==> config.mk <==
export PLATFORM = sky130hd
export DESIGN_NAME = ct_lsu_store_merge_buffer
export DESIGN_NICKNAME = d
export VERILOG_FILES = /design/src/rtl/ct_lsu_store_merge_buffer.sv
export SDC_FILE = /design/constraint.sdc
export NUM_CORES = 1
export LEC_CHECK = 0
export ABC_CLOCK_PERIOD_IN_PS = 2600
export BUFFER_PORTS_ARGS = -buffer_cell sky130_fd_sc_hd__buf_4
export CAP_MARGIN = 5
export CORE_AREA = 2 2 214 216
export CTS_BUF_LIST = sky130_fd_sc_hd__clkbuf_2
export DETAILED_ROUTE_END_ITERATION = 7
export DIE_AREA = 0 0 216 218
export SKIP_CTS_REPAIR_TIMING = 1
export SLEW_MARGIN = 20
export SYNTH_ARGS = -nofsm -noshare
export SYNTH_HDL_FRONTEND = slang
export SYNTH_SLANG_ARGS = --single-unit
export TNS_END_PERCENT = 50
==> constraint.sdc <==
create_clock -name forever_cpuclk -period 2.6 [get_ports forever_cpuclk]
set_input_delay 0.39 -clock forever_cpuclk [delete_from_list [all_inputs] [get_ports forever_cpuclk]]
set_output_delay 0.39 -clock forever_cpuclk [all_outputs]
set_load 0.02 [all_outputs]
==> src/rtl/ct_lsu_store_merge_buffer.sv <==
// ---------------------------------------------------------------------------
// ct_lsu_store_merge_buffer
//
// Single-entry, 16-byte store merge buffer between store commit and the
// dcache write port. Committed stores that fall in the same 16B-aligned
// segment are merged byte-by-byte into one entry. The entry is drained to
// the dcache with one req/grant write. Buffered bytes are forwarded to the
// load DC stage.
//
// Ports:
//   forever_cpuclk, cpurst         clock, synchronous active-high reset
//   cp0_lsu_smb_dis                disable: no allocation, live entry drains
//   icc_idle                       0 = cache maintenance busy: drain, no alloc
//   st_smb_*                       committed store (valid/addr/data/byte en)
//   smb_st_ready                   store accepted when st_smb_vld && ready
//   lsu_smb_flush_req              fence/sync request to empty the buffer
//   smb_empty                      buffer holds no entry
//   smb_dcache_wr_*                dcache write request / payload
//   dcache_smb_wr_grant            dcache accepted the write this cycle
//   ld_dc_addr1                    load DC-stage address
//   smb_ld_dc_*                    forwarding hit, entry data, valid bytes
// ---------------------------------------------------------------------------
module ct_lsu_store_merge_buffer #(
  parameter int PA_WIDTH = 40,
  parameter int TIMEOUT  = 8
) (
  input  logic                  forever_cpuclk,
  input  logic                  cpurst,
  input  logic                  cp0_lsu_smb_dis,
  input  logic                  icc_idle,
  input  logic                  st_smb_vld,
  input  logic [PA_WIDTH-5:0]   st_smb_addr_tto4,
  input  logic [127:0]          st_smb_data,
  input  logic [15:0]           st_smb_bytes_vld,
  output logic                  smb_st_ready,
  input  logic                  lsu_smb_flush_req,
  output logic                  smb_empty,
  output logic                  smb_dcache_wr_req,
  output logic [PA_WIDTH-5:0]   smb_dcache_wr_addr_tto4,
  output logic [127:0]          smb_dcache_wr_data,
  output logic [15:0]           smb_dcache_wr_be,
  input  logic                  dcache_smb_wr_grant,
  input  logic [PA_WIDTH-1:0]   ld_dc_addr1,
  output logic                  smb_ld_dc_addr_hit,
  output logic [127:0]          smb_ld_dc_data,
  output logic [15:0]           smb_ld_dc_bytes_vld
);

  localparam int TW = PA_WIDTH - 4;
  localparam logic [3:0] TIMEOUT_CNT = 4'(TIMEOUT);

  typedef enum logic [1:0] {
    EMPTY = 2'd0,
    MERGE = 2'd1,
    DRAIN = 2'd2
  } state_t;

  state_t        state;
  logic [TW-1:0] tag;
  logic [127:0]  data;
  logic [15:0]   mask;
  logic [3:0]    idle_cnt;

  logic          tag_hit;
  logic          cnt_max;
  logic          alloc_ok;
  logic          ready;
  logic          accept;
  logic [127:0]  merged_data;
  logic [15:0]   merged_mask;
  logic          drain_now;

  // The low four load-address bits select a byte inside the segment and
  // play no part in the segment match.
  logic unused_ld_offset;
  assign unused_ld_offset = ^ld_dc_addr1[3:0];

  assign tag_hit  = (tag == st_smb_addr_tto4);
  assign cnt_max  = (idle_cnt == TIMEOUT_CNT);
  assign alloc_ok = !cp0_lsu_smb_dis && icc_idle && !lsu_smb_flush_req;

  // NOTE: every signal assigned in always_comb gets a default first so no
  // path leaves it unassigned and no latch is inferred.
  always_comb begin
    ready = 1'b0;
    unique case (state)
      EMPTY:   ready = alloc_ok;
      MERGE:   ready = tag_hit && alloc_ok && !cnt_max;
      default: ready = 1'b0;
    endcase
    if (cpurst) ready = 1'b0;
  end

  assign accept = st_smb_vld && ready;

  // Younger store bytes replace older ones lane by lane.
  always_comb begin
    merged_data = data;
    for (int i = 0; i < 16; i++) begin
      if (accept && st_smb_bytes_vld[i]) merged_data[i*8 +: 8] = st_smb_data[i*8 +: 8];
    end
  end

  assign merged_mask = accept ? (mask | st_smb_bytes_vld) : mask;

  // A store to another segment cannot merge, so the entry must leave to let
  // it allocate; the store itself waits at the source.
  assign drain_now = (merged_mask == 16'hFFFF) || cnt_max || lsu_smb_flush_req ||
                     cp0_lsu_smb_dis || !icc_idle || (st_smb_vld && !tag_hit);

  // NOTE: sequential state uses non-blocking assignments so every register
  // samples the pre-edge values regardless of statement order.
  always_ff @(posedge forever_cpuclk) begin
    if (cpurst) begin
      state    <= EMPTY;
      tag      <= '0;
      data     <= '0;
      mask     <= '0;
      idle_cnt <= '0;
    end else begin
      unique case (state)
        EMPTY: begin
          if (accept) begin
            tag      <= st_smb_addr_tto4;
            data     <= st_smb_data;
            mask     <= st_smb_bytes_vld;
            idle_cnt <= '0;
            state    <= MERGE;
          end
        end
        MERGE: begin
          data <= merged_data;
          mask <= merged_mask;
          if (accept)        idle_cnt <= '0;
          else if (!cnt_max) idle_cnt <= idle_cnt + 4'd1;
          if (drain_now) state <= DRAIN;
        end
        DRAIN: begin
          // Payload is held until the grant edge, then the entry is cleared
          // so an empty buffer presents all-zero outputs.
          if (dcache_smb_wr_grant) begin
            state    <= EMPTY;
            tag      <= '0;
            data     <= '0;
            mask     <= '0;
            idle_cnt <= '0;
          end
        end
        default: state <= EMPTY;
      endcase
    end
  end

  assign smb_st_ready            = ready;
  assign smb_empty               = (state == EMPTY);
  assign smb_dcache_wr_req       = (state == DRAIN);
  assign smb_dcache_wr_addr_tto4 = tag;
  assign smb_dcache_wr_data      = data;
  assign smb_dcache_wr_be        = mask;

  // Forwarding uses registered contents, so a same-cycle store is not seen.
  assign smb_ld_dc_addr_hit  = (state != EMPTY) && (tag == ld_dc_addr1[PA_WIDTH-1:4]);
  assign smb_ld_dc_data      = data;
  assign smb_ld_dc_bytes_vld = mask;

endmodule

-- After elaboration in Yosys (flattened, before gate mapping)
Cells that the tools add are included.
- latch bits: 0
- memories kept: 0
- input port bits: 227
- bits in read-only memories: 0
- word-level logic and storage cells: 142
- register bits: 186
- RAM bits: 0
- shift-type cells: 0
- bitwise gates (word level): 1
- multipliers: 0
- reduce and logical (&&, ||, !) cells: 57
- muxes and demuxes: 37
- equality and inequality tests: 26
- add/sub/neg operators: 1
- divide/modulo/power cells: 0
- magnitude comparators: 0
- operators with widths (cell ; number):
    one-hot mux 128 bit (3 select lines) ; 1
    2-to-1 mux 128 bit ; 2
    2-to-1 mux 8 bit ; 16
    equality test 36 bit ; 2
    2-to-1 mux 36 bit ; 2
    one-hot mux 36 bit (2 select lines) ; 1
    AND reduction 4 bit ; 17
    2-to-1 mux 16 bit ; 3
    one-hot mux 16 bit (3 select lines) ; 1
    inequality test 2 bit (second input constant) ; 17
    logical AND 1 bit ; 23
    equality test 16 bit (second input constant) ; 1
    2-to-1 mux 4 bit ; 4
    OR 16 bit ; 1
    one-hot mux 4 bit (3 select lines) ; 1
    AND reduction 3 bit ; 3
    2-to-1 mux 2 bit ; 3
    one-hot mux 2 bit (3 select lines) ; 1
    logical NOT 1 bit ; 5
    logical OR 1 bit ; 5
    adder 4 x 1 -> 4 bit (second input constant) ; 1
    equality test 4 bit (second input constant) ; 1
    inequality test 2 x 1 -> 1 bit (second input constant) ; 2
    nonzero test 2 bit ; 2
    other kinds (7) ; 7

-- Depth between registers and ports, before layout
Gate-level depths: netlist (run 1).
- word-level depth: 17
- gate-level depth with buffers: 12

-- Worst setup path after synthesis (run 1)
Ideal clock, no wire load.
- kind: register -> register
- from: register state[0]
- to: register mask[5], in the netlist smb_dcache_wr_be[5]
- stages on the path, launching flop included: 13
- path buffers: 3
- path slack: -151 ps
- data required time: 2472 ps
- data arrival time: 2623 ps
- path through: dfxtp_1 -> inv_1 -> ha_1 -> clkbuf_1 -> inv_1 -> o22ai_1 -> or2_2 -> buf_2 -> and2b_1 -> buf_2 -> a22o_1 -> a222oi_1 -> nor2_1
- RTL lines (element ; line ; RTL):
    start: declaration ; 58 ; state_t state;
    start signal: assignment ; 115 ; state <= EMPTY;
    start signal: assignment ; 128 ; state <= MERGE;
    start signal: assignment ; 136 ; if (drain_now) state <= DRAIN;
    equality test 2 bit * ; n/a ;
    named net smb_dcache_wr_req ; 38 ; output logic smb_dcache_wr_req,
    inequality test 2 x 1 -> 1 bit (no source line) / nonzero test 3 bit (equally long branches) ; n/a ;
    AND reduction 3 bit (no source line) ; n/a ;
    end signal: assignment ; 126 ; mask <= st_smb_bytes_vld;
    end signal: assignment ; 133 ; mask <= merged_mask;
    end: declaration ; 61 ; logic [15:0] mask;
The timed path passes the listed nets; every way through them passes the cells marked *.
A chain may end at the register's enable or synchronous reset.

-- Worst setup path in the final report (run 1)
- from: register tag[32], in the netlist smb_dcache_wr_addr_tto4[32]
- to: output port smb_st_ready
- cells in the longest elaborated chain, start to end: 5
- ends and longest elaborated chain (element ; line ; RTL):
    start: declaration ; 59 ; logic [TW-1:0] tag;
    start signal: assignment ; 124 ; tag <= st_smb_addr_tto4;
    equality test 36 bit ; 78 ; assign tag_hit = (tag == st_smb_addr_tto4);
    logical AND 1 bit (2 in a row) ; 88 ; MERGE: ready = tag_hit && alloc_ok && !cnt_max;
    one-hot mux 1 bit (2 select lines) ; 86 ; unique case (state)
    2-to-1 mux 1 bit ; 91 ; if (cpurst) ready = 1'b0;
    end: declaration ; 35 ; output logic smb_st_ready,
No other way between the ends.

==> impl_results.md, run 1 <==
* Status: finished, violations left
* Failing checks: negative hold slack, negative setup slack
* Flops & latches, synth at 186
* Overflow after GRT at 0
* Worst Setup SP: smb_dcache_wr_addr_tto4[32]
* Pleak at 7.24 nW
* Fin worst setup slack at -645 ps
* WP data arrival at 2860 ps
* Share of the synthesized area in the top cell type at 39.3%
* Most common cell after layout, fill and taps aside: buf_4
* First drt pass iteration count at 6
* Vias in the first global route at 9,216
* Clk root buf: clkbuf_2
* Async SR Flop Fraction at 0%
* CP Data Required Time at 2210 ps
* Crit-path leading delay family: simple AND/OR/NAND/NOR gates
* Non-filler instance count after layout at 2,426
* Syn_area_per_cell at 8.14 sq um
* Post-synth top flop: dfxtp_1
* Initial Utilization at 21.1%
* Worst path cell trace: xor2_1 -> nor4_2 -> buf_4 -> nand2_2 -> o41ai_4 -> buf_6 -> buf_6 -> and2_4 -> buf_6
* Crit-path max FO at 3
* Synth-to-layout area growth at 77.2%
* H-tree lvl count at 4
* DRT iter0 DRCs at 566
* Synthesized area at 0.00947 sq mm
* Initial antenna violation count at 2
* MaxCap Viol Count at 0
* Design Power at 12.9 mW
* CTS tree: yes
* Critical path's largest stage delay at 400 ps
* Post-DP HPWL at 30.2 mm
* Setup Skew at 53.9 ps
* Die Ht at 218 um
* Synth Instances at 1,164
* Final Max Slew Viols at 0
* Fmax at 308 MHz
* WL/cell at 17.4 um
* Pwr dens at 768 mW/mm^2
* Clock Tree Buf Depth at 2
* Maximum vdd ir drop at 0.522 mV
* Skew-Pair Late Insertion Delay at 840 ps
* Critical path class: reg -> out
* # clock sinks at 186
* Share of layout cells above drive strength 1 at 46.2%
* Post-synth EDFFs at 0
* Vias per Instance at 4.46
* Cell taking the most area after synthesis: dfxtp_1
* Row cnt at 78
* Antenna Violating Nets Remaining at 0
* GR Util met2 at 28.4%
* Commonest non-fill, non-tap cells in the layout: buf_4, dlygate4sd3_1, dfxtp_1, nand2_1, a21oi_1
* Critical Path End Type: output pin
* Min-Delay Path Class: in -> reg
* Grt met1 use at 18.9%
* IO Port Bufs at 550
* Least-Margin Pin Slew at 994 ps
* Reg clk slew, reported paths at 290 ps
* CP bufs+invs at 4
* Post-Syn Nets at 1,397
* # IOs at 555
* Total track usage at 15.7%
* Gpl congestion at 0.881
* Inserted Clock Buffers at 17
* Chip Width at 216 um
* Rel. slew slack at 33.8%
* Multi-input gate area at 0.00493 sq mm
* Crit Reg-Reg Startpoint: smb_dcache_wr_addr_tto4[32]
* CP max-delay cell: dfxtp_2
* Die area at 0.0471 sq mm
* RSZ-0062 raised after global routing: true
* Synth warn at 0
* Vias at 10.8k
* Sequential area share after synthesis at 39.3%
* Placed Instances at 2,192
* Netlist cell types at 42
* Crit path launch type: flop
* Fin util at 37.4%
* Layout fillers at 4,450
* First-pass GRT wire length at 55.7 mm
* M3 GR Usage at 3.24%
* Hold WS at -50.5 ps
* HP Start: st_smb_addr_tto4[19]
* Largest net degree at the start of global routing at 129
* Period minus WS final at 3250 ps
* # setup viols final at 146
* GR peak layer: met2
* Most used cell, CP: buf_6
* Core Box Area at 0.0449 sq mm
* # nets final at 2,044
* FF+latch area at 0.00376 sq mm
* Detailed Route WL at 42.1 mm
* Ranking of synthesized cells by area: dfxtp_1, buf_4, a21oi_1, nand3_1, nand2_1
* Residual DRC at 0
* Tcrit/Tclk final at 125%
* Final count of hold timing violations at 1
## layout make-up
class                           instances  area share, %
Sequential cell                       186           22.4
Multi-Input combinational cell        753           29.4
Timing Repair Buffer                  840           42.0
Antenna cell                            2         0.0298
Tap cell                              600           4.47
Clock inverter                         14          0.857
Inverter                               13          0.306
Clock buffer                           18          0.537
## power breakdown
part | internal [mW] | switching (mW)
Clock | 0.447 | 1.07
Combinational | 3.27 | 3.98
Sequential | 3.47 | 0.646
## path summary, 6_finish.rpt
check                           endpoint  slack (ps)  cells past startpoint
max reg2reg       smb_dcache_wr_data[92]        -380                     15
max                         smb_st_ready        -650                      9
min reg2reg       smb_dcache_wr_data[87]         490                      2
min          smb_dcache_wr_addr_tto4[19]         -50                      4
## cells in the mapped netlist, types with 3 or more instances
library cell / n
a2111oi_0: 3
a21o_1: 17
a21oi_1: 173
a21oi_4: 9
a222oi_1: 15
a22o_1: 15
a31oi_1: 12
a32oi_1: 3
buf_1: 3
buf_2: 5
buf_4: 146
clkbuf_1: 56
dfxtp_1: 186
ha_1: 6
inv_1: 13
mux2i_1: 3
nand2_1: 149
nand3_1: 134
nand4_1: 10
nor2_1: 58
nor3_1: 4
nor3b_1: 37
nor4_1: 13
xnor2_1: 28
xor2_1: 44
## metrics by stage
step                instance area [sq um]  worst slack [ps]  setup TNS, ps
finish                              16800              -645         -36360
global route                        16800              -927         -55960
CTS                                 14100             -1190         -66730
detailed placement                  13800              -668         -77350
global placement                    13800              -748         -80090
floorplan                            9510             -25.2          -50.4
## flip-flops by register name (all words and copies together) (netlist names)
name	count
state	2
smb_dcache_wr_addr_tto4	36
smb_dcache_wr_be	16
smb_dcache_wr_data	128
idle_cnt	4
## layer usage
layer	up-vias	part of all wire, %
met5	-	0
met4	0	1.4
met3	29	5.3
met2	412	53
met1	5191	41
li1	5191	-
## kinds of logic after synthesis
kind of cell | count (synthesis) | synth area share (%)
simple gates | 416 | 20.8
fa+ha+maj | 6 | 0.792
compound gates | 256 | 17.3
flops | 186 | 39.3
mux | 3 | 0.317
buf+inv | 225 | 14.9
xor+xnor | 72 | 6.66
## worst register-to-register path, stage by stage, from the launching register on
cell and delay (ps):
dfxtp_2 400, xor2_1 190, nor4_2 360, buf_4 170, nand2_2 60, o41ai_4 320
buf_6 160, buf_4 150, and2_4 180, buf_8 140, buf_4 130, nand2_4 70
a21oi_4 140, buf_6 150, nand3_1 100, a21oi_2 160
No activity file was read; power rests on OpenSTA's default activity.
==> run 2, diff against run 1 <==
--- a/config.mk
+++ b/config.mk
@@ -5,7 +5,7 @@
 export SDC_FILE = /design/constraint.sdc
 export NUM_CORES = 1
 export LEC_CHECK = 0
-export ABC_CLOCK_PERIOD_IN_PS = 2600
+export ABC_CLOCK_PERIOD_IN_PS = 3300
 export BUFFER_PORTS_ARGS = -buffer_cell sky130_fd_sc_hd__buf_4
 export CAP_MARGIN = 5
 export CORE_AREA = 2 2 214 216
==> constraint.sdc (replaced) <==
create_clock -name forever_cpuclk -period 3.3 [get_ports forever_cpuclk]
set_input_delay 0 -clock forever_cpuclk [delete_from_list [all_inputs] [get_ports forever_cpuclk]]
set_output_delay 0 -clock forever_cpuclk [all_outputs]
set_load 0.02 [all_outputs]
==> run 2 against run 1 <==
Effect of this change: the run now ends clean; critical path depth rose by 1; die area did not move; global-route usage fell by 0.10 points; hold slack improved by 130 ps; core utilization rose by 1.6 points; largest cell class unchanged.
==> impl_results.md, run 2 (synthesized netlist as in run 1, its figures left out) <==
* Pleak at 7.58 nW (was 7.24 nW)
* Synth-to-layout area growth at 85.0% (was 77.2%)
* Fin worst setup slack at 147 ps (was -645 ps)
* Switching share of power at 45.1% (was 44.2%)
* Maximum vdd ir drop at 0.301 mV (was 0.522 mV)
* Sequential share of power at 33.3% (was 32.0%)
* Largest net degree at the start of global routing at 79 (was 129)
* Die area at 0.0471 sq mm (unchanged)
* IO Port Bufs at 550 (unchanged)
* Hold WS at 79.3 ps (was -50.5 ps)
* First-pass GRT wire length at 54.7 mm (was 55.7 mm)
* Critical path class: reg -> reg (was reg -> out)
* Detailed Route WL at 45.1 mm (was 42.1 mm)
* Residual DRC at 0 (unchanged)
* Clock power share at 13.9% (was 11.8%)
* Skew-Pair Late Insertion Delay at 1050 ps (was 840 ps)
* First drt pass iteration count at 5 (was 6)
* CP Data Required Time at 4290 ps (was 2210 ps)
* Clock Tree Buf Depth at 2 (unchanged)
* WL/cell at 17.6 um (was 17.4 um)
* Period minus WS final at 3150 ps
* Initial antenna violation count at 2 (unchanged)
* MaxCap Viol Count at 0 (unchanged)
* DP Worst Slack at 173 ps (was -668 ps)
* HP Start: st_smb_bytes_vld[15] (was st_smb_addr_tto4[19])
* Vias in the first global route at 8,988 (was 9,216)
* Post-DP HPWL at 29.8 mm (was 30.2 mm)
* Final count of hold timing violations at 0 (was 1)
* # IOs at 555 (unchanged)
* Fmax at 317 MHz
* RSZ-0062 raised after global routing: true (unchanged)
* H-tree lvl count at 4 (unchanged)
* # setup viols final at 0 (was 146)
* FF+latch area at 0.00373 sq mm (was 0.00376 sq mm)
* Min-Delay Path Class: in -> reg (unchanged)
* Initial Utilization at 21.1% (unchanged)
* # nets final at 2,178 (was 2,044)
* CP bufs+invs at 2 (was 4)
* Crit-path max FO at 4 (was 3)
* Share of layout cells above drive strength 1 at 33.0% (was 46.2%)
* Pwr dens at 566 mW/mm^2 (was 768 mW/mm^2)
* Clk root buf: clkbuf_2 (unchanged)
* DRT iter0 DRCs at 734 (was 566)
* Vias per Instance at 4.52 (was 4.46)
* Crit Reg-Reg Startpoint: smb_dcache_wr_addr_tto4[30] (was smb_dcache_wr_addr_tto4[32])
* Final Max Slew Viols at 0 (unchanged)
* CP max-delay cell: dlygate4sd3_1 (was dfxtp_2)
* CTS tree: yes (unchanged)
* Critical path's largest stage delay at 610 ps (was 400 ps)
* Commonest non-fill, non-tap cells in the layout: buf_4, dlygate4sd3_1, dfxtp_1, a21oi_1, nand2_1 (was buf_4, dlygate4sd3_1, dfxtp_1, nand2_1, a21oi_1)
* Most common cell after layout, fill and taps aside: buf_4 (unchanged)
* Max reg flops at 128 (unchanged)
* Least-Margin Pin Slew at 900 ps (was 994 ps)
* Status: completed (was finished, violations left)
* Antenna Violating Nets Remaining at 0 (unchanged)
* Reg clk slew, reported paths at 280 ps (was 290 ps)
* Row cnt at 78 (unchanged)
* Setup Skew at 60.8 ps (was 53.9 ps)
* Psw at 4.47 mW (was 5.70 mW)
* Multi-input gate area at 0.00438 sq mm (was 0.00493 sq mm)
* WP data arrival at 4150 ps (was 2860 ps)
* Total track usage at 15.6% (was 15.7%)
* Layout fillers at 4,383 (was 4,450)
* Gpl congestion at 0.920 (was 0.881)
* Worst path cell trace: xor2_1 -> nor4_1 -> nand4_1 -> o31ai_1 -> dlygate4sd3_1 -> nand2_1 -> dlygate4sd3_1 -> nor3_1 -> mux2i_1 -> nand2_1 (was xor2_1 -> nor4_2 -> buf_4 -> nand2_2 -> o41ai_4 -> buf_6 -> buf_6 -> and2_4 -> buf_6)
* Crit-path leading delay family: buffers and inverters (was simple AND/OR/NAND/NOR gates)
* Die Ht at 218 um (unchanged)
* Rel. slew slack at 40.0% (was 33.8%)
* Logic gate share of total power at 52.7% (was 56.2%)
* Inserted Clock Buffers at 17 (unchanged)
* Chip Width at 216 um (unchanged)
* Pint at 5.44 mW (was 7.19 mW)
* Overflow after GRT at 0 (unchanged)
* Crit path launch type: flop (unchanged)
* # clock sinks at 186 (unchanged)
* Worst Setup SP: smb_dcache_wr_addr_tto4[30] (was smb_dcache_wr_addr_tto4[32])
* Vias at 11.6k (was 10.8k)
* Tcrit/Tclk final at 95.5%
* Critical Path End Type: flop (was output pin)
* Core Box Area at 0.0449 sq mm (unchanged)
-- run 2: changes by cell type in the layout (fill, tap and decap cells not counted), sizes merged --
cell / change
clkinv: -2
buf: -68
diode: +2
dlygate4sd3: +202
inv: +3
clkinvlp: -1
bufinv: +1
clkbuf: -1
-- run 2: through the flow --
| stage | total power [mW] | instances | area, sq um | utilization [%] | TNS (ps) |
|---|---|---|---|---|---|
| global route | 10.5 | 2561 | 17500 | 39.0 | -360 |
| floorplan | 6.25 | 1164 | 9470 | - | 0 |
| CTS | 9.51 | 2173 | 13600 | 30.3 | -308 |
| finish | 9.91 | 2562 | 17500 | 39.0 | 0 |
| global placement | 8.01 | 2141 | 13300 | 29.7 | 0 |
| detailed placement | 8.07 | 2141 | 13300 | 29.7 | 0 |
-- run 2: final timing paths --
kind | to | slack, ps | cells past startpoint
setup / recovery | state[1] | 150 | 10
setup reg to reg | state[1] | 150 | 10
hold / removal | smb_dcache_wr_data[124] | 80 | 6
hold reg to reg | smb_dcache_wr_data[1] | 490 | 2
-- run 2: worst reg2reg max path, delay by kind of cell (launching register included) --
family,cells,cell delay (ps)
compound gates,1,260
xor+xnor,1,200
buf+inv,2,1190
flops,1,420
mux,1,120
simple gates,5,930
-- run 2: metal layers --
metal / up-vias / GRT usage [%] / wire [um]
met5: - / 0 / 0
met4: 0 / 5.75 / 1230
met3: 72 / 4.03 / 2730
met2: 537 / 26.3 / 22700
met1: 5513 / 19.0 / 18400
li1: 5462 / - / -
-- run 2: layout make-up --
class | instances | area share [%]
Inverter | 13 | 0.293
Clock buffer | 17 | 0.486
Timing Repair Buffer | 974 | 47.6
Sequential cell | 186 | 21.3
Multi-Input combinational cell | 753 | 25.0
Clock inverter | 15 | 1.06
Tap cell | 600 | 4.28
Antenna cell | 4 | 0.0571
-- run 2: power by group through the flow --
stage	Sequential (mW)	Combinational, mW	Clock [mW]
6_report	3.30	5.23	1.38
5_1_grt	3.36	5.56	1.52
4_1_cts	3.29	4.75	1.47
3_5_place_dp	3.33	4.74	0
3_3_place_gp	3.31	4.70	0
2_1_floorplan	3.72	2.53	0
==> run 3, diff against run 2 <==
--- a/config.mk
+++ b/config.mk
@@ -6,12 +6,12 @@
 export NUM_CORES = 1
 export LEC_CHECK = 0
 export ABC_CLOCK_PERIOD_IN_PS = 3300
-export BUFFER_PORTS_ARGS = -buffer_cell sky130_fd_sc_hd__buf_4
 export CAP_MARGIN = 5
-export CORE_AREA = 2 2 214 216
+export CORE_AREA = 2 2 218 220
 export CTS_BUF_LIST = sky130_fd_sc_hd__clkbuf_2
 export DETAILED_ROUTE_END_ITERATION = 7
-export DIE_AREA = 0 0 216 218
+export DIE_AREA = 0 0 220 222
+export DONT_BUFFER_PORTS = 1
 export SKIP_CTS_REPAIR_TIMING = 1
 export SLEW_MARGIN = 20
 export SYNTH_ARGS = -nofsm -noshare
==> run 3 against run 2 <==
Effect of this change: synthesized cell count is the same; the flow now stops in global routing (5_1_grt); area after synthesis is the same.
==> impl_results.md, run 3 <==
* # clock sinks at 186 (unchanged)
* Netlist cell types at 42 (unchanged)
* Async SR Flop Fraction at 0% (unchanged)
* Sequential area share after synthesis at 39.3% (unchanged)
* H-tree lvl count at 4 (unchanged)
* Chip Width at 220 um (was 216 um)
* Cell taking the most area after synthesis: dfxtp_1 (unchanged)
* Post-Syn Nets at 1,397 (unchanged)
* Post-DP HPWL at 26.8 mm (was 29.8 mm)
* Largest net degree at the start of global routing at 191
* Kind of the worst endpoint: output port
* Post-synth EDFFs at 0 (unchanged)
* Synth warn at 0 (unchanged)
* Status: stopped before the end (was completed)
* Synthesized area at 0.00947 sq mm (unchanged)
* Inserted Clock Buffers at 17 (unchanged)
* GRT worst endpoint: smb_ld_dc_addr_hit
* Failed at: global routing (5_1_grt)
* Tool error: [ERROR RSZ-0060] Max buffer count reached.
* Clk root buf: clkbuf_2 (unchanged)
* Synth Instances at 1,164 (unchanged)
* IO Port Bufs at 0 (was 550)
* Syn_area_per_cell at 8.14 sq um (unchanged)
* Post-synth top flop: dfxtp_1 (unchanged)
* Clock Tree Buf Depth at 2 (unchanged)
* Row cnt at 79 (was 78)
* # IOs at 555 (unchanged)
* Post-synth top cells: dfxtp_1, a21oi_1, nand2_1 (unchanged)
* Die Ht at 222 um (was 218 um)
* Ranking of synthesized cells by area: dfxtp_1, buf_4, a21oi_1, nand3_1, nand2_1 (unchanged)
* Gpl congestion at 0.918 (was 0.920)
* Share of the synthesized area in the top cell type at 39.3% (unchanged)
* Most frequent cell after synthesis: dfxtp_1 (unchanged)
* Flops & latches, synth at 186 (unchanged)
* Initial Utilization at 20.5% (was 21.1%)
==> run 3: cell counts after synthesis <==
Identical to the previous run, type by type.
==> run 3: cell families after synthesis <==
family | share of synthesized area [%]
compound gates | 17.3
buf+inv | 14.9
flops | 39.3
mux | 0.317
fa+ha+maj | 0.792
xor+xnor | 6.66
simple gates | 20.8
==> run 3: through the flow <==
stage / hold slack, ps / setup TNS, ps / instance area (sq um) / setup WS [ps] / std cells
floorplan: 152 / 0 / 9470 / 549 / 1164
global placement: 96.8 / -267 / 9450 / -138 / 1629
detailed placement: 99.6 / -127 / 9450 / -68.1 / 1629
CTS: -1250 / -517 / 9690 / -165 / 1661
==> run 4, diff against run 3 <==
--- a/config.mk
+++ b/config.mk
@@ -7,11 +7,11 @@
 export LEC_CHECK = 0
 export ABC_CLOCK_PERIOD_IN_PS = 3300
 export CAP_MARGIN = 5
-export CORE_AREA = 2 2 218 220
-export CTS_BUF_LIST = sky130_fd_sc_hd__clkbuf_2
+export CORE_AREA = 2 2 216 218
 export DETAILED_ROUTE_END_ITERATION = 7
-export DIE_AREA = 0 0 220 222
+export DIE_AREA = 0 0 218 220
 export DONT_BUFFER_PORTS = 1
+export PLACE_DENSITY_LB_ADDON = 0.15
 export SKIP_CTS_REPAIR_TIMING = 1
 export SLEW_MARGIN = 20
 export SYNTH_ARGS = -nofsm -noshare
==> run 4 against run 3 <==
Effect of this change: the flow now finishes, with violations (negative hold slack).
==> impl_results.md, run 4 (synthesized netlist as in run 1, its figures left out) <==
* Largest net degree at the start of global routing at 191
* Least-Margin Pin Slew at 924 ps
* Post-DP Area at 0.00940 sq mm (was 0.00945 sq mm)
* Chip Width at 218 um (was 220 um)
* Design area at 0.0119 sq mm
* Synth-to-layout area growth at 25.4%
* Antenna Violating Nets Remaining at 0
* # setup viols final at 0
* Critical Path End Type: flop
* Maximum vdd ir drop at 0.366 mV
* H-tree lvl count at 4 (unchanged)
* Reg clk slew, reported paths at 80 ps
* Crit path launch type: flop
* Max reg flops at 128
* Inserted Clock Buffers at 17 (unchanged)
* Placed Instances at 1,621 (was 1,629)
* DRT iter0 DRCs at 488
* Skew-Pair Late Insertion Delay at 490 ps
* Setup Skew at 17.7 ps
* # nets final at 1,450
* Row cnt at 79 (unchanged)
* Status: finished, violations left (was stopped before the end)
* Hold WS at -6.43 ps
* First-pass GRT wire length at 50.3 mm
* Total track usage at 14.5%
* Final count of hold timing violations at 1
* First drt pass iteration count at 7
* Vias per Instance at 4.57
* Final Max Slew Viols at 0
* MaxCap Viol Count at 0
* Gpl congestion at 0.742 (was 0.918)
* Non-filler instance count after layout at 1,838
* Min-Delay Path Class: in -> reg
* Rel. slew slack at 38.4%
* DP Worst Slack at -4.11 ps (was -68.1 ps)
* Detailed Route WL at 38.6 mm
* WP data arrival at 3360 ps
* Vias in the first global route at 7,242
* Pleak at 4.16 nW
* Fin worst setup slack at 304 ps
* Crit-path max FO at 18
* Commonest non-fill, non-tap cells in the layout: dfxtp_1, dlygate4sd3_1, a21oi_1, nand2_1, nand3_1
* Most used cell, CP: nand3_1
* Die area at 0.0480 sq mm
* WL/cell at 21.0 um
* Worst path cell trace: xor2_1 -> nor4_1 -> nand3_1 -> o41ai_4 -> buf_12 -> nand3_1 -> a2111oi_2 -> buf_4 -> nand4_1 -> mux2i_1 -> nand2_1
* Tcrit/Tclk final at 90.8%
* Clock Tree Buf Depth at 2 (unchanged)
* Initial Utilization at 20.7% (was 20.5%)
* CTS tree: yes
* Die Ht at 220 um (was 222 um)
* Critical path's largest stage delay at 410 ps
* CP Data Required Time at 3670 ps
* Initial antenna violation count at 2
* IO Port Bufs at 0 (unchanged)
* Post-DP HPWL at 26.1 mm (was 26.8 mm)
* RSZ-0062 raised after global routing: false
* Overflow after GRT at 0
* # clock sinks at 186 (unchanged)
* Failing checks: negative hold slack
* Most common cell after layout, fill and taps aside: dfxtp_1
* Vias at 8,391
* Share of layout cells above drive strength 1 at 9.27%
* Critical path class: reg -> reg
* Pwr dens at 765 mW/mm^2
* # IOs at 555 (unchanged)
* Crit-path leading delay family: simple AND/OR/NAND/NOR gates
* CP max-delay cell: o41ai_4
* Fmax at 334 MHz
* Residual DRC at 0
* Period minus WS final at 3000 ps
* Clk root buf: clkbuf_16 (was clkbuf_2)
* Setup_tns at 0 ps
* CP bufs+invs at 2
* Core Box Area at 0.0459 sq mm
## run 4: through the flow
step	utilization (%)	total power, mW
after detailed placement	20.5	6.74
after global placement	20.5	6.71
final	25.9	9.08
after global routing	25.9	9.64
after CTS	21.8	8.99
after floorplan	-	6.25
## run 4: tightest hold or removal path, stage by stage
cell and delay, ps:
nand3_1 80, a2111oi_1 90, nand4_1 130, mux2i_1 90, nand2_1 50
## run 4: where the power goes
group,internal (mW),total (mW),leakage (nW),switching (mW)
combinational,1.03,2.66,2.36,1.63
sequential,2.72,4.23,1.51,1.51
clock,1.12,2.19,0.290,1.07
## run 4: cell type report
class / instances / area, sq um
Clock inverter: 13 / 156
Fill cell: 5002 / 34000
Sequential cell: 186 / 3720
Timing Repair Buffer: 246 / 2370
Tap cell: 607 / 759
Antenna cell: 1 / 2.50
Multi-Input combinational cell: 753 / 4360
Inverter: 13 / 51.3
Clock buffer: 19 / 453
## run 4: final timing paths
| kind | start | end | slack, ps | depth (start not counted) |
|---|---|---|---|---|
| worst max register to register | smb_dcache_wr_addr_tto4[5] | state[0] | 300 | 11 |
| worst max-delay path | smb_dcache_wr_addr_tto4[5] | state[0] | 300 | 11 |
| worst min-delay path | st_smb_bytes_vld[0] | state[1] | -6 | 5 |
| worst min register to register | idle_cnt[2] | idle_cnt[2] | 500 | 2 |
## run 4: routing by layer
layer  share of wire (%)  routed length (um)  GRT usage, %
met3                 5.7                2220          4.46
met4                 2.8                1070          6.73
met1                  41               15700          16.8
met2                  51               19600          24.3
met5                   0                   0             0
